## config.mk

```make
export PLATFORM = sky130hd
export DESIGN_NAME = regfile_scoreboard
export DESIGN_NICKNAME = d
export VERILOG_FILES = /design/src/rtl/regfile_scoreboard.sv
export SDC_FILE = /design/constraint.sdc
export NUM_CORES = 2
export LEC_CHECK = 0
export CORE_UTILIZATION = 44
export CTS_CLUSTER_DIAMETER = 100
export DETAILED_ROUTE_END_ITERATION = 16
export PLACE_DENSITY_LB_ADDON = 0.12
export REMOVE_ABC_BUFFERS = 1
export SLEW_MARGIN = 25
export SYNTH_ARGS = -nofsm -noshare
export SYNTH_HDL_FRONTEND = slang
export SYNTH_SLANG_ARGS = --single-unit
```

## constraint.sdc

```tcl
create_clock -name clk -period 3.95 [get_ports clk]
set_input_delay 0.5925 -clock clk [delete_from_list [all_inputs] [get_ports clk]]
set_output_delay 0.5925 -clock clk [all_outputs]
set_load 0.02 [all_outputs]
```

## src/rtl/regfile_scoreboard.sv

```systemverilog
// ============================================================================
// Module   : regfile_scoreboard
// Purpose  : Multi-port register file with jump-and-link write redirect and a
//            per-register busy scoreboard for RAW hazard stalls in decode.
//            Optional macro REGFILE_BYPASS_EN adds write-to-read forwarding.
// Revision : 1.0 - initial release
// ============================================================================
`default_nettype none

module regfile_scoreboard #(
    parameter  int DATA_W   = 32,
    parameter  int NUM_REGS = 32,
    parameter  int NUM_RD   = 2,
    parameter  int LINK_REG = 31,
    localparam int ADDR_W   = $clog2(NUM_REGS)
) (
    input  logic                     clk,
    input  logic                     rst,
    input  logic [NUM_RD*ADDR_W-1:0] rd_addr,
    input  logic [NUM_RD-1:0]        rd_valid,
    output logic [NUM_RD*DATA_W-1:0] rd_data,
    output logic [NUM_RD-1:0]        rd_busy,
    output logic                     stall,
    input  logic                     wr_en,
    input  logic                     JumpAndLink,
    input  logic [ADDR_W-1:0]        wr_addr,
    input  logic [DATA_W-1:0]        wr_data,
    input  logic [DATA_W-1:0]        link_addr,
    input  logic                     issue_en,
    input  logic [ADDR_W-1:0]        issue_addr,
    input  logic                     flush
);

    localparam logic [ADDR_W-1:0] c_link_idx = ADDR_W'(LINK_REG);

    logic [DATA_W-1:0]   r_regs [NUM_REGS];
    logic [NUM_REGS-1:0] r_busy;
    logic [NUM_REGS-1:0] w_busy_nxt;

    logic                w_wr_act;
    logic [ADDR_W-1:0]   w_wr_idx;
    logic [DATA_W-1:0]   w_wr_val;

    // Jump-and-link overrides the writeback address and data entirely.
    always_comb begin
        w_wr_idx = JumpAndLink ? c_link_idx : wr_addr;
        w_wr_val = JumpAndLink ? link_addr  : wr_data;
        w_wr_act = wr_en && (w_wr_idx != '0);
    end

    always_ff @(posedge clk or negedge rst) begin
        if (!rst) begin
            for (int i = 0; i < NUM_REGS; i++) begin
                r_regs[i] <= '0;
            end
        end else if (w_wr_act) begin
            r_regs[w_wr_idx] <= w_wr_val;
        end
    end

    // Issue set is applied after the writeback clear so a younger producer wins.
    always_comb begin
        w_busy_nxt = r_busy;
        if (w_wr_act) begin
            w_busy_nxt[w_wr_idx] = 1'b0;
        end
        if (flush) begin
            w_busy_nxt = '0;
        end else if (issue_en && (issue_addr != '0)) begin
            w_busy_nxt[issue_addr] = 1'b1;
        end
        w_busy_nxt[0] = 1'b0;
    end

    always_ff @(posedge clk or negedge rst) begin
        if (!rst) begin
            r_busy <= '0;
        end else begin
            r_busy <= w_busy_nxt;
        end
    end

    generate
        for (genvar gi = 0; gi < NUM_RD; gi++) begin : g_rd
            logic [ADDR_W-1:0] w_addr;
            logic [DATA_W-1:0] w_stored;
            logic              w_busy_stored;

            assign w_addr        = rd_addr[gi*ADDR_W +: ADDR_W];
            assign w_stored      = (w_addr == '0) ? '0 : r_regs[w_addr];
            assign w_busy_stored = (w_addr == '0) ? 1'b0 : r_busy[w_addr];

`ifdef REGFILE_BYPASS_EN
            logic w_hit;
            assign w_hit = w_wr_act && (w_wr_idx == w_addr);
            assign rd_data[gi*DATA_W +: DATA_W] = w_hit ? w_wr_val : w_stored;
            assign rd_busy[gi]                  = w_hit ? 1'b0 : w_busy_stored;
`else
            assign rd_data[gi*DATA_W +: DATA_W] = w_stored;
            assign rd_busy[gi]                  = w_busy_stored;
`endif
        end
    endgenerate

    assign stall = |(rd_valid & rd_busy);

endmodule

`default_nettype wire

```

==> impl_metrics.ini <==
[yosys]
area_of_the_mapped_netlist_um2 = 54100
synth_top_area_cell = sky130_fd_sc_hd__dfrtp_1
yosys-top-cells-area = sky130_fd_sc_hd__dfrtp_1, sky130_fd_sc_hd__mux4_2, sky130_fd_sc_hd__o21ai_0, sky130_fd_sc_hd__nand2_1, sky130_fd_sc_hd__clkbuf_1
synth-edff-count = 0
yosys_warnings = 0
postSynth.topFlopCell = sky130_fd_sc_hd__dfrtp_1
syn-mean-instance-area_um2 = 11.7
netlist.area_leader.share_pct = 48.8
synth.distinct_cells = 38
synth_cells = 4611
synth.yosys.seq_area_share_pct = 48.8
share_of_async_settable_or_async_resettable_flops_after_synthesis_pct = 100
postSynthRegisterBits = 1055

[final_layout]
multi_input_comb_area_um2 = 25600
final_common_cell = sky130_fd_sc_hd__dfrtp_1
layout.nets = 4670
fin_area_um2 = 62200
drive_gt1_share_pct = 24.1
mostFrequentLayoutCells = sky130_fd_sc_hd__dfrtp_1, sky130_fd_sc_hd__nand2_1, sky130_fd_sc_hd__o21ai_0
fillCellCount = 10600
ff_latch_area_um2 = 26400
synthToLayoutAreaGrowth_pct = 15.1

[place]
hpwl_um = 103000
gpl.final_weighted_congestion = 0.790
buffer_ports.inserted = 158
postPlaceCellArea_um2 = 58300

[power_and_ir_drop]
ir_worst_vdd_uv = 346
power.internal_w = 0.0216
power_leakage_nw = 26.3
proportion_of_total_power_due_to_net_switching_pct = 27.5
powerDensity_nw_per_um2 = 479
net_load_switching_power_w = 0.00818
combinationalPowerShare_pct = 17.9
power.clock.fraction_pct = 37.2
power_frac_seq_pct = 45.0

[worst_setup_path]
crit_type = in2out
startpoint = rd_addr[0]
logic_depth_of_the_worst_register_to_register_path = 2
reg2reg_setup_slack_ns = 3.16
worst_setup_start_kind = input pin
rr_endpoint = r_busy[24]$_DFF_PN0_
critPathRequiredTime_ns = 3.36
critical_path.endpoint_type = primary output
setup.worst_path.end = rd_data[9]
rr_startpoint = r_busy[24]$_DFF_PN0_
critical_path_peak_fanout = 16
timing.critical_path.arrival_ns = 3.13

[clock_network]
post_cts_resized = 0
ctsHoldBuffers = 1
cts.reportedPaths.clkPinSlew_ns = 0.06
cts.path.max_buffers = 3
worst_skew_pair_later_pin_latency_ns = 0.69
cts_made_buffers = 117
max_h_tree_level = 3
cts_num_sinks = 1055
cts_tree = built
postCtsSetupBuffers = 0
master_cell_of_the_clock_root_buffer = sky130_fd_sc_hd__clkbuf_16

[die]
dieArea_um2 = 124000
coreArea_um2 = 122000
initial_core_util_pct = 44.4
die_h_um = 353
die-width_um = 353
core.rowCount = 128
i_o_pins = 159

[grt]
grt_max_degree = 160
grt_pass1_vias = 38300
grt_util_all_layers_pct = 28.0
globalRouteOverflowTotal = 0
initial_antenna_violation_count = 2
first_pass_grt_wire_length_um = 259000

[route]
detailedRoute.firstPassIterationCount = 5
drtIter0Drc = 3266
postRouteWirelength_um = 170000
vias = 37700
routed_via_density = 5.98
wl_per_cell_um = 27.0
postRouteAntennaNets = 0
drc = 0

[min_path]
holdCritPathClass = in2async

[sta]
setup_violating_endpoint_count_in_the_final_report = 0
maxClockFrequency_mhz = 268
final_max_slew_viols = 0
finalCriticalPeriod_ns = 3.73
hold_violations = 0
max_slew.worst_pin.slew_ns = 1.05
fin_tns_setup_ns = 0
worst_clock_skew_ns = 0
period_share_pct = 94.3
rsz0062_at_grt = false
slew-limit-headroom_pct = 30.3

[run_status]
run_status = complete, no violations

[flow_run]
drv_cap = 0
[cells in the mapped netlist, types with 2 or more instances]
master / instances
sky130_fd_sc_hd__a22oi_1: 29
sky130_fd_sc_hd__mux2i_1: 41
sky130_fd_sc_hd__mux2_2: 2
sky130_fd_sc_hd__nor3b_2: 2
sky130_fd_sc_hd__dfrtp_1: 1055
sky130_fd_sc_hd__inv_1: 67
sky130_fd_sc_hd__buf_6: 3
sky130_fd_sc_hd__nor3_1: 6
sky130_fd_sc_hd__nand3b_1: 2
sky130_fd_sc_hd__buf_2: 109
sky130_fd_sc_hd__nand2b_1: 4
sky130_fd_sc_hd__nand2_1: 870
sky130_fd_sc_hd__nand3_1: 2
sky130_fd_sc_hd__o21ai_0: 768
sky130_fd_sc_hd__o21ai_1: 64
sky130_fd_sc_hd__a32oi_1: 3
sky130_fd_sc_hd__clkbuf_1: 355
sky130_fd_sc_hd__nor2b_1: 4
sky130_fd_sc_hd__buf_4: 10
sky130_fd_sc_hd__a21oi_1: 224
sky130_fd_sc_hd__and2_1: 9
sky130_fd_sc_hd__mux4_2: 653
sky130_fd_sc_hd__a21o_1: 2
sky130_fd_sc_hd__nor2_1: 270
sky130_fd_sc_hd__buf_1: 44
[state kept, by name, indices dropped and copies added, names as in the netlist]
register / cells
r_regs: 1024
r_busy: 31
[cells by family (layout without fill, tap and decap cells)]
logic type	after synthesis	count (layout)	share of synthesized area, %
other	0	1	0
AND/OR/NAND/NOR	1174	1174	8.33
flip-flops	1055	1055	48.8
multiplexers	696	696	28.0
buffers and inverters	588	649	4.45
AO/OA/AOI/OAI	1098	1098	10.4
[worst min path at each step]
| stage | slack (ns) | end | startpoint | depth (start not counted) |
|---|---|---|---|---|
| final | 0.38 | r_regs[409]$_DFFE_PN0P_ | rst | 2 |
| after global routing | 0.38 | r_regs[249]$_DFFE_PN0P_ | rst | 2 |
| after CTS | 0.34 | r_regs[409]$_DFFE_PN0P_ | rst | 2 |
| after detailed placement | 0.38 | r_regs[1004]$_DFFE_PN0P_ | r_regs[1004]$_DFFE_PN0P_ | 0 |
| after global placement | 0.38 | r_regs[1004]$_DFFE_PN0P_ | r_regs[1004]$_DFFE_PN0P_ | 0 |
| after floorplan | 0.30 | r_busy[10]$_DFF_PN0_ | rst | 0 |
[critical path, cell delays in order]
cell	delay [ns]
sky130_fd_sc_hd__buf_8	0.23
sky130_fd_sc_hd__buf_12	0.25
sky130_fd_sc_hd__buf_12	0.21
sky130_fd_sc_hd__mux4_2	0.51
sky130_fd_sc_hd__mux4_2	0.47
sky130_fd_sc_hd__inv_1	0.06
sky130_fd_sc_hd__o21ai_1	0.17
sky130_fd_sc_hd__clkdlybuf4s50_1	0.60
[cell type report]
cell class / count / share of cell area, %
flip-flops and latches: 1055 / 42.4
multi-input cells: 2968 / 41.2
repair buffers: 369 / 6.52
clock buffers: 173 / 5.40
well taps: 1625 / 3.27
clock inverters: 40 / 0.794
inverters: 67 / 0.412
diodes: 1 / 0.00402
[power by group through the flow]
stage	logic, W	clock network, W	registers [W]
after floorplan	0.00337	0	0.0132
after global placement	0.00527	0	0.0135
after detailed placement	0.00537	0	0.0135
after CTS	0.00538	0.0113	0.0134
after global routing	0.00585	0.0117	0.0136
final	0.00532	0.0111	0.0134
[metrics by stage]
step	total power, W	worst slack (ns)	hold WS [ns]	util (%)	instances
finish	0.0298	0.224	0.383	51.0	6298
global route	0.0312	0.163	0.377	51.0	6297
CTS	0.0300	0.227	0.342	51.0	6297
detailed placement	0.0189	0.247	0.382	47.9	6083
global placement	0.0188	0.243	0.376	47.9	6083
floorplan	0.0165	-0.379	0.297	-	4090
[layer usage]
layer / vias to the layer above / wire (um) / global-route usage [%]
met5: - / 13 / 0
met4: 2 / 4580 / 8.10
met3: 244 / 9390 / 3.60
met2: 1160 / 81700 / 44.8
met1: 19600 / 74400 / 40.2
li1: 16600 / - / -
No activity file was read; power rests on OpenSTA's default activity.
